File: config.mk
export PLATFORM = sky130hd
export DESIGN_NAME = spi_slave_param
export DESIGN_NICKNAME = d
export VERILOG_FILES = /design/src/rtl/spi_slave_param.sv
export SDC_FILE = /design/constraint.sdc
export NUM_CORES = 1
export LEC_CHECK = 0
export BUFFER_PORTS_ARGS = -buffer_cell sky130_fd_sc_hd__clkbuf_2
export CELL_PAD_IN_SITES_DETAIL_PLACEMENT = 0
export CELL_PAD_IN_SITES_GLOBAL_PLACEMENT = 2
export CORE_ASPECT_RATIO = 1.25
export CORE_MARGIN = 2
export CORE_UTILIZATION = 39
export DETAILED_ROUTE_END_ITERATION = 7
export PLACE_DENSITY_LB_ADDON = 0.1
export REMOVE_ABC_BUFFERS = 1
export SYNTH_ARGS = -nofsm -noshare
export SYNTH_HDL_FRONTEND = slang
export SYNTH_SLANG_ARGS = --single-unit
export TNS_END_PERCENT = 5
File: constraint.sdc
create_clock -name clk -period 1.7 [get_ports clk]
set_input_delay 0.17 -clock clk [delete_from_list [all_inputs] [get_ports clk]]
set_output_delay 0.17 -clock clk [all_outputs]
set_load 0.01 [all_outputs]
File: src/rtl/spi_slave_param.sv
// Parametrised SPI slave: oversampled SCK/SSEL/MOSI, any CPOL/CPHA, MSB/LSB first.
// Receive words come out as a one-clk strobe; transmit words come in through a one-word holding buffer.
module spi_slave_param #(
  parameter int                WORD_W    = 8,
  parameter bit                CPOL      = 1'b0,
  parameter bit                CPHA      = 1'b0,
  parameter bit                MSB_FIRST = 1'b1,
  parameter logic [WORD_W-1:0] IDLE_FILL = '0
) (
  input  logic              clk,
  input  logic              rst_n,
  input  logic              SCK,
  input  logic              SSEL,
  input  logic              MOSI,
  output logic              MISO,
  output logic              MISO_oe,
  output logic [WORD_W-1:0] rx_data,
  output logic              rx_valid,
  input  logic [WORD_W-1:0] tx_data,
  input  logic              tx_valid,
  output logic              tx_ready,
  output logic              tx_underrun
);

  localparam int              CNT_W    = $clog2(WORD_W);
  localparam logic [CNT_W-1:0] LAST_BIT = CNT_W'(WORD_W - 1);

  typedef enum logic {StIdle, StActive} state_e;

  logic [2:0]        sckSync_q, sselSync_q;
  logic [1:0]        mosiSync_q;
  state_e            state_q, state_d;
  logic [CNT_W-1:0]  bitCnt_q, bitCnt_d;
  logic [WORD_W-1:0] rxShift_q, rxShift_d;
  logic [WORD_W-1:0] rxData_q, rxData_d;
  logic              rxValid_q, rxValid_d;
  logic [WORD_W-1:0] txShift_q, txShift_d;
  logic [WORD_W-1:0] hold_q, hold_d;
  logic              holdFull_q, holdFull_d;
  logic              underrun_q, underrun_d;

  logic sckRise, sckFall, leadEdge, trailEdge, sampleEdge, shiftEdge;
  logic sselHigh, sselFall, inMsg, doSample, doShift, startMsg, wordLoad, txAccept;

  // Synchronisers reset to the idle pin levels so reset release never fakes an edge.
  always_ff @(posedge clk or negedge rst_n) begin
    if (!rst_n) begin
      sckSync_q  <= {3{CPOL}};
      sselSync_q <= 3'b111;
      mosiSync_q <= 2'b00;
    end else begin
      sckSync_q  <= {sckSync_q[1:0], SCK};
      sselSync_q <= {sselSync_q[1:0], SSEL};
      mosiSync_q <= {mosiSync_q[0], MOSI};
    end
  end

  assign sckRise    = sckSync_q[1] & ~sckSync_q[2];
  assign sckFall    = ~sckSync_q[1] & sckSync_q[2];
  assign leadEdge   = CPOL ? sckFall : sckRise;
  assign trailEdge  = CPOL ? sckRise : sckFall;
  assign sampleEdge = CPHA ? trailEdge : leadEdge;
  assign shiftEdge  = CPHA ? leadEdge : trailEdge;

  // A deasserted select outranks any SCK edge seen on the same clk.
  assign sselHigh = sselSync_q[1];
  assign sselFall = ~sselSync_q[1] & sselSync_q[2];
  assign inMsg    = (state_q == StActive) && !sselHigh;
  assign doSample = inMsg && sampleEdge;
  assign doShift  = inMsg && shiftEdge;
  assign startMsg = (state_q == StIdle) && sselFall;
  assign wordLoad = (doShift && (bitCnt_q == '0)) || (!CPHA && startMsg);
  assign txAccept = tx_valid && !holdFull_q;

  always_comb begin
    state_d    = state_q;
    bitCnt_d   = bitCnt_q;
    rxShift_d  = rxShift_q;
    rxData_d   = rxData_q;
    rxValid_d  = 1'b0;
    txShift_d  = txShift_q;
    hold_d     = hold_q;
    holdFull_d = holdFull_q;
    underrun_d = 1'b0;

    case (state_q)
      StIdle:   if (sselFall) state_d = StActive;
      StActive: if (sselHigh) state_d = StIdle;
      default:  state_d = StIdle;
    endcase

    if (!inMsg) begin
      bitCnt_d = '0;
    end else if (doSample) begin
      bitCnt_d = (bitCnt_q == LAST_BIT) ? '0 : bitCnt_q + CNT_W'(1);
    end

    if (doSample) begin
      rxShift_d = MSB_FIRST ? {rxShift_q[WORD_W-2:0], mosiSync_q[1]}
                            : {mosiSync_q[1], rxShift_q[WORD_W-1:1]};
      if (bitCnt_q == LAST_BIT) begin
        rxData_d  = rxShift_d;
        rxValid_d = 1'b1;
      end
    end

    // A load always drains the buffer; a same-clk write refills it for the next word.
    if (wordLoad) begin
      txShift_d  = holdFull_q ? hold_q : IDLE_FILL;
      underrun_d = !holdFull_q;
      holdFull_d = 1'b0;
    end else if (doShift) begin
      txShift_d = MSB_FIRST ? {txShift_q[WORD_W-2:0], 1'b0}
                            : {1'b0, txShift_q[WORD_W-1:1]};
    end

    if (txAccept) begin
      hold_d     = tx_data;
      holdFull_d = 1'b1;
    end
  end

  always_ff @(posedge clk or negedge rst_n) begin
    if (!rst_n) begin
      state_q    <= StIdle;
      bitCnt_q   <= '0;
      rxShift_q  <= '0;
      rxData_q   <= '0;
      rxValid_q  <= 1'b0;
      txShift_q  <= '0;
      hold_q     <= '0;
      holdFull_q <= 1'b0;
      underrun_q <= 1'b0;
    end else begin
      state_q    <= state_d;
      bitCnt_q   <= bitCnt_d;
      rxShift_q  <= rxShift_d;
      rxData_q   <= rxData_d;
      rxValid_q  <= rxValid_d;
      txShift_q  <= txShift_d;
      hold_q     <= hold_d;
      holdFull_q <= holdFull_d;
      underrun_q <= underrun_d;
    end
  end

  assign MISO        = MSB_FIRST ? txShift_q[WORD_W-1] : txShift_q[0];
  assign MISO_oe     = (state_q == StActive);
  assign rx_data     = rxData_q;
  assign rx_valid    = rxValid_q;
  assign tx_ready    = !holdFull_q;
  assign tx_underrun = underrun_q;

endmodule
==> reports/qor.yml <==
timing:
  fmax_mhz: 617
  setup_viol: 0
  fin_hold_ws_ns: 0.105
  tns_ns: 0
  min_period_ns: 1.62
  relSlewSlack: 0.613
  worst_pin_slew_ns: 0.580
  slew_viol_final: 0
  finalHoldViolCount: 0
  finalClockSkew_ns: 0.00476
  worst_slack_ns: 0.0798
  rsz0062_at_grt: "no"
  timing.final.crit_share: 0.953
critical_path:
  cp-end-kind: "register"
  r2r-start: "sselSync_q[1]$_DFF_PN1_"
  crit_path_cell_trace: "and4bb_1 > nand2_8 > mux2_4"
  crit_fanout: 9
  cp-start-kind: "register"
  worst-r2r-cell-count: 3
  critPathSlowestCell: "dfstp_2"
  worstSetupPathType: "reg -> reg"
  reg2reg_to: "rx_data[7]$_DFFE_PN0P_"
  crit_required_ns: 1.88
  reg2reg_slack_ns: 0.08
  crit_path_max_incr_delay_ns: 0.60
  arrival_ns: 1.80
route:
  wirelength_mm: 3.38
  drc: 0
  firstDrtPassIters: 4
  routedWlPerCell_um: 14.3
  initialDrtViolationCount: 41
  viasPerCell: 4.98
  vias: 1176
  ant_nets: 0
synth:
  ys_types: 29
  synthArstFlopShare: 1.00
  synth-seq-cells: 46
  synth_area_leaders: "dfrtp_1 (56%), mux2_2 (8.9%), mux2_4 (6.3%)"
  syn-cell-area_um2: 1910
  ys.flop_type: "dfrtp_1"
  synth_top_cell_by_area: "dfrtp_1"
  synth_warnings: 0
  seq_area_frac_synth: 0.606
  synthMostInstantiatedCell: "dfrtp_1"
  avgSynthCellArea_um2: 13.8
  syn_inst: 138
  synth_top_area_share: 0.565
  synthTopCellsByCount: "dfrtp_1 (43), mux2_2 (15), mux2_4 (8)"
  synth_edf_count: 0
grt:
  grt_pass1_vias: 1234
  grt_usage: 0.145
  grt_pass1_wl_mm: 5.87
  grt-ovfl-total: 0
  grt_start_max_net_pins: 47
  antenna_found_initial: 0
floorplanning:
  rows: 28
  initial_core_util: 0.403
  die_w_um: 66.5
  ios: 27
  core_um2: 4730
  die_y_um: 82.2
  die_area_um2: 5460
cells_and_area:
  num_antenna_cells: 0
  fillCellCount: 458
  nets: 192
  area_growth_pct: 18.1
  regArea_um2: 1150
  drive_gt1_frac: 0.398
  multi_input_area_um2: 681
clock_network:
  clkTransAtPathRegs_ns: 0.08
  cts_tree: "yes"
  ctsResizeCount: 0
  cts.path.max_buffers: 2
  cts_sinks: 46
  worstSkewPairLatency_ns: 0.29
  cts_buffers: 5
  htree_levels: 2
  root_buffer: "clkbuf_8"
  postCtsSetupBuffers: 0
pwr:
  ir_drop_v: 0.000568
  cellPowerDensity_nw_per_um2: 1150
  p_leak_nw: 1.08
worst_hold_path:
  hold_depth: 2
  hold_end: "hold_q[2]$_DFFE_PN0P_"
  hold_path.class: "in -> reg"
  hp-start: "tx_data[2]"
placed_design:
  place_hpwl_mm: 2.41
  port_buffers: 26
  pre_cts_slack_ns: 0.0757
  place_congestion: 0.719
flow_run:
  maxCapViolations: 0
outcome:
  status: "finished, final reports clean"
==> routing by layer <==
layer | track usage | wire, um
met1 | 0.184 | 1510
met2 | 0.234 | 1690
met3 | 0.0366 | 126
met4 | 0.0612 | 56
met5 | 0 | 0
==> sequential cells by signal, indices dropped and copies added (netlist names) <==
signal / count
hold_q: 8
rx_data: 8
txShift_q: 8
rxShift_q: 7
bitCnt_q: 3
sckSync_q: 3
sselSync_q: 3
mosiSync_q: 2
MISO_oe: 1
holdFull_q: 1
rx_valid: 1
tx_underrun: 1
==> final cells by class <==
cell class              instances  share of cell area
flip-flops and latches         46               0.513
multi-input cells              79               0.302
repair buffers                 38               0.102
clock buffers                   7              0.0384
well taps                      60              0.0334
inverters                       5             0.00834
clock inverters                 1             0.00222
==> placed cells by master (no fill, tap or decap), types with 7 or more instances in the layout <==
cell type	n
nand3_1	7
a31oi_1	7
dfrtp_1	43
mux2_4	8
buf_4	8
clkbuf_2	26
mux2_2	15
o211ai_1	7
nor2_1	7
nor3_1	7
==> timing repair <==
action	in CTS	in global routing
endpoints found under the hold margin	46	0
endpoints found under the setup margin	0	0
hold buffers	4	0
==> report_power, final <==
group	switching [mW]	internal (mW)	total (mW)	leakage, nW
clock	0.342	0.328	0.670	0.0482
sequential	0.123	1.31	1.44	0.575
combinational	0.212	0.264	0.476	0.453
==> critical path: cells and delay by family, from the launching register on <==
family / cells / cell delay, ns
muxes: 1 / 0.31
and+or+nand+nor: 2 / 0.60
DFF: 1 / 0.60
==> kinds of logic (layout without fill, tap and decap cells) <==
kind of cell | count (synthesis) | count (layout) | synth area share
fa+ha+maj | 3 | 3 | 0.0197
flops | 46 | 46 | 0.606
buf+inv | 13 | 51 | 0.0368
simple gates | 33 | 33 | 0.110
compound gates | 17 | 17 | 0.0604
mux | 26 | 26 | 0.167
==> stage by stage <==
| stage | area, um^2 | utilization | power (mW) | cells |
|---|---|---|---|---|
| after floorplan | 1850 | - | 1.75 | 130 |
| after global placement | 2120 | 0.448 | 1.92 | 224 |
| after detailed placement | 2120 | 0.448 | 1.94 | 224 |
| after CTS | 2250 | 0.476 | 2.63 | 236 |
| after global routing | 2250 | 0.476 | 2.76 | 236 |
| final | 2250 | 0.476 | 2.58 | 236 |
==> worst max-delay path by stage <==
stage	start	endpoint	slack [ns]	cells after the start
2_1_floorplan	MISO_oe$_DFF_PN0_	holdFull_q$_DFFE_PN0P_	-0.11	3
3_3_place_gp	sselSync_q[1]$_DFF_PN1_	rx_data[0]$_DFFE_PN0P_	0.11	3
3_5_place_dp	sselSync_q[1]$_DFF_PN1_	rx_data[5]$_DFFE_PN0P_	0.08	3
4_1_cts	sselSync_q[1]$_DFF_PN1_	rx_data[7]$_DFFE_PN0P_	0.07	3
5_1_grt	sselSync_q[1]$_DFF_PN1_	rx_data[6]$_DFFE_PN0P_	0.007	3
6_report	sselSync_q[1]$_DFF_PN1_	rx_data[7]$_DFFE_PN0P_	0.08	3
No activity file was read; power rests on OpenSTA's default activity.
